$ cat src/rtl/seq_det_param.sv
// Parameterised serial pattern detector with programmable length, overlap mode and saturating match counter.
// Compile-time option SEQ_DET_MOORE_EN selects a registered (Moore) match output; default is Mealy.
module seq_det_param #(
  parameter int unsigned PAT_LEN = 8,
  parameter int unsigned CNT_W   = 8,
  parameter int unsigned OVERLAP = 1
) (
  input  logic                           clk,
  input  logic                           rst_b,
  input  logic                           en,
  input  logic                           load,
  input  logic [PAT_LEN-1:0]             pat_in,
  input  logic [$clog2(PAT_LEN+1)-1:0]   len_in,
  input  logic                           din,
  input  logic                           din_vld,
  input  logic                           clr_cnt,
  output logic                           match,
  output logic [CNT_W-1:0]               match_cnt,
  output logic                           cnt_sat,
  output logic [1:0]                     state
);

  localparam int unsigned LW = $clog2(PAT_LEN + 1);

  typedef enum logic [1:0] {
    IDLE = 2'b00,
    FILL = 2'b01,
    RUN  = 2'b10
  } state_e;

  state_e             cur, nxt;
  logic [PAT_LEN-1:0] window, pat_reg, shifted, mask;
  logic [LW-1:0]      fill, len_reg, len_eff, fill_inc;
  logic               accept, hit;

  assign accept  = en & din_vld & ~load;
  assign shifted = {window[PAT_LEN-2:0], din};

  always_comb begin
    len_eff = len_in;
    if (len_in == '0)
      len_eff = LW'(1);
    else if (len_in > LW'(PAT_LEN))
      len_eff = LW'(PAT_LEN);
  end

  // fill saturates at PAT_LEN, so (fill_inc >= len) is equivalent to (fill+1 >= len)
  assign fill_inc = (fill == LW'(PAT_LEN)) ? fill : fill + 1'b1;

  always_comb begin
    mask = '0;
    for (int unsigned i = 0; i < PAT_LEN; i++)
      mask[i] = (i < 32'(len_reg));
  end

  assign hit = accept && (fill_inc >= len_reg) && (((shifted ^ pat_reg) & mask) == '0);

  always_comb begin
    nxt = cur;
    if (!en)
      nxt = IDLE;
    else if (load)
      nxt = FILL;
    else if (hit)
      nxt = (OVERLAP != 0) ? RUN : FILL;
    else if (accept)
      nxt = (fill_inc >= len_reg) ? RUN : FILL;
    else if (cur == IDLE)
      nxt = FILL;
  end

  always_ff @(posedge clk or negedge rst_b) begin
    if (!rst_b)
      cur <= IDLE;
    else
      cur <= nxt;
  end

  always_ff @(posedge clk or negedge rst_b) begin
    if (!rst_b) begin
      window  <= '0;
      fill    <= '0;
      pat_reg <= '0;
      len_reg <= LW'(PAT_LEN);
    end else begin
      if (load) begin
        pat_reg <= pat_in;
        len_reg <= len_eff;
      end
      if (!en || load) begin
        window <= '0;
        fill   <= '0;
      end else if (accept) begin
        window <= shifted;
        // non-overlapping hit restarts the fill count so no matched bit is reused
        fill   <= (hit && OVERLAP == 0) ? '0 : fill_inc;
      end
    end
  end

`ifdef SEQ_DET_MOORE_EN
  logic match_r;

  always_ff @(posedge clk or negedge rst_b) begin
    if (!rst_b)
      match_r <= 1'b0;
    else
      match_r <= hit;
  end

  assign match = match_r & en;
`else
  assign match = hit;
`endif

  always_ff @(posedge clk or negedge rst_b) begin
    if (!rst_b)
      match_cnt <= '0;
    else if (clr_cnt)
      match_cnt <= '0;
    else if (match && !(&match_cnt))
      match_cnt <= match_cnt + 1'b1;
  end

  assign cnt_sat = &match_cnt;
  assign state   = cur;

endmodule

$ cat config.mk
export PLATFORM = sky130hd
export DESIGN_NAME = seq_det_param
export DESIGN_NICKNAME = d
export VERILOG_FILES = /design/src/rtl/seq_det_param.sv
export SDC_FILE = /design/constraint.sdc
export NUM_CORES = 1
export LEC_CHECK = 0
export ABC_CLOCK_PERIOD_IN_PS = 2700
export BUFFER_PORTS_ARGS = -buffer_cell sky130_fd_sc_hd__buf_2
export CORE_ASPECT_RATIO = 1.5
export CORE_UTILIZATION = 49
export DETAILED_ROUTE_END_ITERATION = 7
export PLACE_DENSITY_LB_ADDON = 0.2
export SYNTH_ARGS = -nofsm -noshare
export SYNTH_HDL_FRONTEND = slang
export SYNTH_SLANG_ARGS = --single-unit
export TNS_END_PERCENT = 50
$ cat constraint.sdc
create_clock -name clk -period 2.7 [get_ports clk]
set_clock_uncertainty 0.1 [all_clocks]
set_input_delay 0.405 -clock clk [delete_from_list [all_inputs] [get_ports clk]]
set_output_delay 0.405 -clock clk [all_outputs]
set_load 0.01 [all_outputs]
-- Yosys cells after proc, flatten, opt, wreduce, memory -nomap -nowiden
Index checks and enable logic that the tools add are counted.
Widths: inputs -> output; s select.
- equal/unequal tests: 2
- $add $sub $neg: 2
- bitwise gates (word level): 5
- muxes and demuxes: 15
- reductions and logical operators: 12
- order comparisons: 10
- operators with widths (kind ; count):
    $mux 4 ; 5
    $lt 3x4->1 const A ; 4
    $mux 8 ; 2
    $mux 7 ; 2
    $mux 2 ; 6
    $add 8x1->8 const B ; 1
    $and 8x8->8 ; 1
    $logic_not 8->1 ; 1
    $lt 1x4->1 const A ; 2
    $lt 2x4->1 const A ; 2
    $reduce_and 8->1 ; 1
    $xor 8x8->8 ; 1
    $ne 5x1->1 const B ; 1
    $add 4x1->4 const B ; 1
    $eq 4x4->1 const B ; 1
    $ge 4x4->1 ; 1
    $gt 4x4->1 const B ; 1
    $logic_not 4->1 ; 1
    $reduce_bool 2->1 ; 2
    $logic_and 1x1->1 ; 3
    $and 1x1->1 ; 2
    $logic_not 1->1 ; 2
    $logic_not 2->1 ; 1
    $logic_or 1x1->1 ; 1
    $not 1->1 ; 1
- word-level logic and storage cells: 52
- input port bits: 19
- output and inout bits: 12
- flip-flop bits (word level): 33

-- Longest topological paths before layout
Gate-level depths: netlist of run 1.
- depth after elaboration: 8
- depth in mapped cells: 12
- gate-level depth less buffers: 12

-- Worst setup path before layout of run 1
Ideal clock, no wire load.
- kind: register to output
- start point: register fill[0]
- end point: output match
- data required time: 2.195 ns
- cell stages (with the launch flop): 12
- path buffers: 0
- path slack: 0.157 ns
- data arrival time: 2.038 ns
- cell sequence: dfrtp_1 inv_1 ha_1 nand2_1 nor2_1 xnor2_1 ha_1 nand2b_1 a2111o_1 and4_4 nand2_1 inv_1
- word-level cells in the longest chain between the ends: 5
- elaborated cells on any way between the ends: 6
- those cells by class: add/sub: 1; order compare: 1; eq/ne: 1; mux: 1; reduce/logical: 2
- RTL lines (element ; line ; text):
    start, declared ; 33 ; logic [LW-1:0] fill, len_reg, len_eff, fill_inc;
    start signal, assigned ; 96 ; fill <= (hit && OVERLAP == 0) ? '0 : fill_inc;
    $add 4x1->4 / $eq 4x4->1 (equally long branches) ; 48 ; assign fill_inc = (fill == LW'(PAT_LEN)) ? fill : fill + 1'b1;
    $mux 4 * ; 48 ;
    $ge 4x4->1 * ; 56 ; assign hit = accept && (fill_inc >= len_reg) && (((shifted ^ pat_reg) & mask) == '0);
    $logic_and 1x1->1 * (2 in series) ; 56 ;
    end, declared ; 17 ; output logic match,
Every way passes the cells marked *; elsewhere a longest branch is shown, timed or not.

-- Worst setup path in the final report of run 1
Ends and elaborated chain as after synthesis.

==> results.cfg, run 1 <==
[place]
place_inst = 226
place_hpwl_mm = 2.69
gp_congestion = 0.765
portBuffers = 30
placed_area_um2 = 1920

[floorplan]
io_pins = 31
start_util_pct = 52.3
std_cell_rows = 25
die_h_um = 73.9
die_area_um2 = 3690
coreArea_um2 = 3220
die_w_um = 49.9

[clock_tree]
cts_buffers = 5
ctsRootBufferMaster = clkbuf_8
clkSinkCount = 33
ctsHtreeMaxLevel = 2
clk_pin_slew_ps = 70
clk_latency_ps = 290
hold_buffers = 0
cts_max_path_buffers = 2
cts_tree = done

[timing]
fmaxAchievable_mhz = 346
worst_slew_pin_slew_ps = 1160
finalCritPeriodShare_pct = 107
period_needed_ps = 2890
setup_viol = 5
whs_ps = 65.5
slew_violations = 0
hold_violations = 0
rsz0062_at_grt = yes
slew_headroom_pct = 22.8
setup_ws_ps = -190

[logic_synthesis]
ys_seq_elements = 33
synth.avg_cell_area_um2 = 11.0
async_flop_share_pct = 100
synthesis.nets = 180
synthDistinctLibCells = 40
synthesis.area_um2 = 1690
yosys_warnings = 0
synthCells = 154
synth-edff-count = 0
ys.flop_type = dfrtp_1
yosysSeqAreaShare_pct = 49.0

[run]
cap_violations = 0

[final_layout]
design_area_um2 = 2180
finalNonFillerCells = 242
area_growth_pct = 29.2
n_antenna_cell = 0
final_nets = 227
drive_above_1_share_pct = 44.1

[worst_setup_path]
critical_path_class = register to output port
worstPathMaxFanout = 2
r2r-start = fill[0]
crit_start = fill[0]
worstReg2RegEnd = match_cnt[5]
cp_slowest_cell = dfrtp_1
start_kind = register
end_kind = output port
reg2reg_depth = 14
reg2reg_slack_ps = -80
cp-endpoint = match
worstPathArrival_ps = 2390
worstPathRequired_ps = 2190
path_common_cell = inv_2
max_stage_delay_ps = 390
crit_chain = inv_2 > ha_4 > nand2_4 > nor2_4 > xnor2_2 > ha_1 > nand2b_4 > a2111o_1 > and4_4 > nand2_2 > inv_2 > buf_6

[min_path]
hp-class = primary input to async pin

[power]
vdd.ir_drop.worst_v = 0.000384
power_density_nw_per_um2 = 472
power.total_w = 0.00103
leakage_nw = 1.05

[routing]
drt_iter0_markers = 38
first_pass_iters = 4
drtAntennaViolNets = 0
drcViolationCount = 0
vias_per_cell = 5.87
vias = 1420
wirelength_mm = 4.01
wl_per_cell_um = 16.6

[status]
status = finished, violations left
violations = negative setup slack

[global_route]
first_global_vias = 1519
grt_first_pass_wirelength_mm = 6.37
grtUsageTotal_pct = 23.4
grt_max_degree = 34
overflow = 0
grt_antenna_before_repair = 0
==> Yosys cell counts (2+ instances only) <==
| master | number | share of area, % |
|---|---|---|
| a21oi_1 | 4 | 1.2 |
| a22o_1 | 11 | 5.7 |
| clkbuf_1 | 3 | 0.67 |
| dfrtp_1 | 32 | 47 |
| ha_1 | 7 | 5.2 |
| inv_1 | 13 | 2.9 |
| mux2_2 | 10 | 6.7 |
| nand2_1 | 9 | 2.0 |
| nand3_1 | 4 | 1.2 |
| nand3b_1 | 2 | 0.89 |
| nand4_1 | 2 | 0.74 |
| nor2_1 | 9 | 2.0 |
| nor3b_1 | 2 | 0.89 |
| o21ai_0 | 9 | 2.7 |
| o31ai_1 | 2 | 0.89 |
| or4_1 | 2 | 0.89 |
| xnor2_1 | 2 | 1.0 |
| xor2_1 | 9 | 4.7 |
==> logic make-up (layout without fill, tap and decap cells) <==
| group | count (synthesis) | count (layout) | share of synthesized area, % |
|---|---|---|---|
| AO/OA/AOI/OAI | 37 | 37 | 16.2 |
| XOR/XNOR | 11 | 11 | 5.71 |
| adder cells (fa/ha/maj) | 7 | 7 | 5.19 |
| buffers and inverters | 17 | 65 | 3.86 |
| flip-flops | 33 | 33 | 49.0 |
| multiplexers | 11 | 11 | 7.27 |
| AND/OR/NAND/NOR | 38 | 38 | 12.7 |
==> layer usage <==
metal  wire length [µm]  share of wire, %  vias up  track usage [%]
li1                   -                 -      655                -
met1               1490                37      711             21.9
met2               2260                56       38             45.3
met3                123               3.1       16             3.93
met4                133               3.3        0             15.2
met5                  0                 0        -                0
==> where the power goes <==
group	internal, W	total, W	switching (W)
combinational	0.0000689	0.000134	0.0000656
sequential	0.000516	0.000536	0.0000196
clock	0.000178	0.000359	0.000181
total	0.000764	0.00103	0.000266
==> area by class of cell <==
| type | instances | area, µm² |
|---|---|---|
| clock buffer | 6 | 72.6 |
| tap | 40 | 50.0 |
| clock inverter | 2 | 10.0 |
| multi-input combinational | 104 | 898 |
| sequential | 33 | 827 |
| timing repair buffer | 44 | 273 |
| fill | 255 | 1040 |
| inverter | 13 | 48.8 |
==> cells in the final DEF (no fill, tap or decap), types with 2 or more instances in the layout <==
cell      synthesis  final
nand2_1           9      7
dfrtp_1          32     32
xnor2_2           0      2
clkinv_2          0      2
o21ai_0           9      7
o21ai_2           0      2
inv_1            13     10
nand3b_1          2      2
clkbuf_8          0      5
o31ai_1           2      2
buf_4             0     11
buf_2             0     29
nand3_1           4      3
mux2_2           10     10
nor3b_1           2      2
a22o_1           11     11
xor2_1            9      9
nor2_1            9      8
a21oi_2           0      4
inv_2             0      3
or4_4             0      2
ha_4              0      2
buf_6             0      4
nand4_1           2      2
ha_1              7      5
==> critical path, delay by kind of cell (launching register included) <==
family | cells | cell delay [ps]
DFF | 1 | 390
xor gates and xnor gates | 1 | 120
adders and majority gates | 2 | 390
buffers and inverters | 3 | 240
AOI/OAI and AO/OA | 1 | 370
and+or+nand+nor | 5 | 580
==> per-stage QoR <==
| stage | utilization, % | setup WS, ps | setup TNS (ps) |
|---|---|---|---|
| 2_1_floorplan | - | 157 | 0 |
| 3_3_place_gp | 59.5 | 39.9 | 0 |
| 3_5_place_dp | 59.5 | -50.0 | -108 |
| 4_1_cts | 64.3 | -209 | -233 |
| 5_1_grt | 67.7 | -272 | -1170 |
| 6_report | 67.7 | -190 | -421 |
==> how the worst min path moves through the flow <==
stage	from	to	slack (ps)	cells after the start
2_1_floorplan	rst_b	fill[0]	9	0
3_3_place_gp	state[0]	state[0]	370	2
3_5_place_dp	state[0]	state[0]	380	2
4_1_cts	rst_b	match_cnt[0]	90	1
5_1_grt	rst_b	match_cnt[0]	130	1
6_report	rst_b	match_cnt[0]	70	1
==> timing repair <==
action | in CTS | in global routing
buffers inserted | 4 | 4
resized for setup | 14 | 17
endpoints found under the setup margin | 4 | 8
gates cloned | 0 | 0
pin swaps | 7 | 9
endpoints found under the hold margin | 0 | 0
Note: power is estimated with default switching activity, not from simulation.
==> run 2, diff against run 1 <==
- ABC_CLOCK_PERIOD_IN_PS: 2700 -> 2500
- clock period: 2.7 -> 2.5 ns (I/O delays scaled with it)
==> run 2 against run 1 <==
  * The run still ends with negative setup slack left
  * Clock power is 22% higher
  * Highest routed layer unchanged
  * Sequential share of layout area is 1.3 points lower
  * Flip-flop and latch count stayed put
  * Core utilization is 2.4 points higher
  * Largest cell class unchanged
  * Register-to-register slack worse by 230 ps
  * Via count is 2.5% lower
  * Non-clock buffer count is 6 higher
  * Cell count is 2.5% higher
  * Critical path depth stayed put
==> results.cfg, run 2 (synthesis results as in run 1) <==
[status]
status = finished, violations left
violations = negative setup slack

[worst_setup_path]
worstPathArrival_ps = 2400
reg2reg_depth = 15
worstPathMaxFanout = 2
end_kind = output port
start_kind = register
cp_slowest_cell = dfrtp_1
max_stage_delay_ps = 410
path_common_cell = inv_2
crit_chain = inv_2 > ha_4 > nand2_4 > nor2_4 > xnor2_2 > ha_1 > nand2b_4 > a2111o_1 > and4_4 > nand2_2 > inv_2 > buf_6
worstPathRequired_ps = 2030
critical_path_class = register to output port

[routing]
drcViolationCount = 0
vias = 1385
first_pass_iters = 4
drtAntennaViolNets = 0
vias_per_cell = 5.58
wirelength_mm = 3.93
wl_per_cell_um = 15.9
drt_iter0_markers = 30

[global_route]
first_global_vias = 1441
grt_first_pass_wirelength_mm = 6.50
overflow = 0
grtUsageTotal_pct = 23.8
grt_antenna_before_repair = 0
grt_max_degree = 34

[timing]
worst_slew_pin_slew_ps = 1140
setup_ws_ps = -371
whs_ps = 43.0
finalCritPeriodShare_pct = 115
hold_violations = 0
rsz0062_at_grt = yes
period_needed_ps = 2870
fmaxAchievable_mhz = 348
slew_headroom_pct = 23.9
slew_violations = 0
setup_viol = 9

[run]
cap_violations = 0

[final_layout]
area_growth_pct = 33.8
final_nets = 233
final_common_cell = dfrtp_1
n_antenna_cell = 0
fin_util_pct = 70.1
layout_common_cells = 32 x dfrtp_1, 29 x buf_2, 17 x buf_4
drive_above_1_share_pct = 46.6

[power]
power_density_nw_per_um2 = 514
leakage_nw = 1.09
power.total_w = 0.00116
vdd.ir_drop.worst_v = 0.000498

[floorplan]
std_cell_rows = 25
die_area_um2 = 3690
die_h_um = 73.9
start_util_pct = 52.3
coreArea_um2 = 3220
die_w_um = 49.9
io_pins = 31

[clock_tree]
ctsHtreeMaxLevel = 2
ctsRootBufferMaster = clkbuf_8
cts_buffers = 5
clk_pin_slew_ps = 70
clkSinkCount = 33
clk_latency_ps = 280
cts_max_path_buffers = 2
cts_tree = done
hold_buffers = 0

[place]
gp_congestion = 0.804
place_ws_ps = -244
portBuffers = 30
place_hpwl_mm = 2.65

[min_path]
hp-class = primary input to async pin
==> run 2: changes by cell type in the layout (fill, tap and decap cells not counted), sizes merged <==
cell and change:
clkinv -1, clkbuf +1, buf +6
==> run 2: power breakdown <==
part	total [W]	switching, W	internal, W
Combinational	0.000147	0.0000721	0.0000744
Sequential	0.000577	0.0000195	0.000558
Clock	0.000437	0.000188	0.000249
Total	0.00116	0.000280	0.000881
==> run 2: repair_timing <==
action	CTS	global route
gates resized for setup	22	11
pin swaps	12	4
setup endpoints to repair	9	10
setup buffers	6	2
==> run 2: final timing paths <==
path,start,end,slack (ps)
max,fill[1],match,-370
min,rst_b,match_cnt[0],40
max reg2reg,fill[1],match_cnt[1],-310
min reg2reg,state[0],state[0],390
max in group asynchronous,rst_b,pat_reg[4],1790
min in group clk,len_in[3],len_reg[2],210
==> run 2: final cells by class <==
type                       instances  area [µm²]
inverter                          13        48.8
tap                               40        50.0
clock inverter                     1        5.00
multi-input combinational        104         912
clock buffer                       7        96.3
timing repair buffer              50         318
fill                             248         965
sequential                        33         827
==> run 2: per-layer routing <==
layer | part of all wire (%) | vias to the layer above | GRT usage, %
li1 | - | 665 | -
met1 | 38 | 676 | 24.8
met2 | 57 | 30 | 45.9
met3 | 2.2 | 14 | 3.52
met4 | 2.7 | 0 | 10.5
met5 | 0 | - | 0
==> run 2: stage by stage <==
stage	cells	setup TNS (ps)	cell area, µm²
after global placement	232	-756	1960
after CTS	246	-1600	2200
after global routing	248	-3450	2260
final	248	-2480	2260
after floorplan	154	0	1690
after detailed placement	232	-1380	1960
==> run 2: critical path: cells and delay by family, from the launching register on <==
family                   cells  cell delay [ps]
AO/OA/AOI/OAI                1              380
XOR/XNOR                     1              130
adder cells (fa/ha/maj)      2              400
buffers and inverters        3              240
flip-flops                   1              410
AND/OR/NAND/NOR              5              550
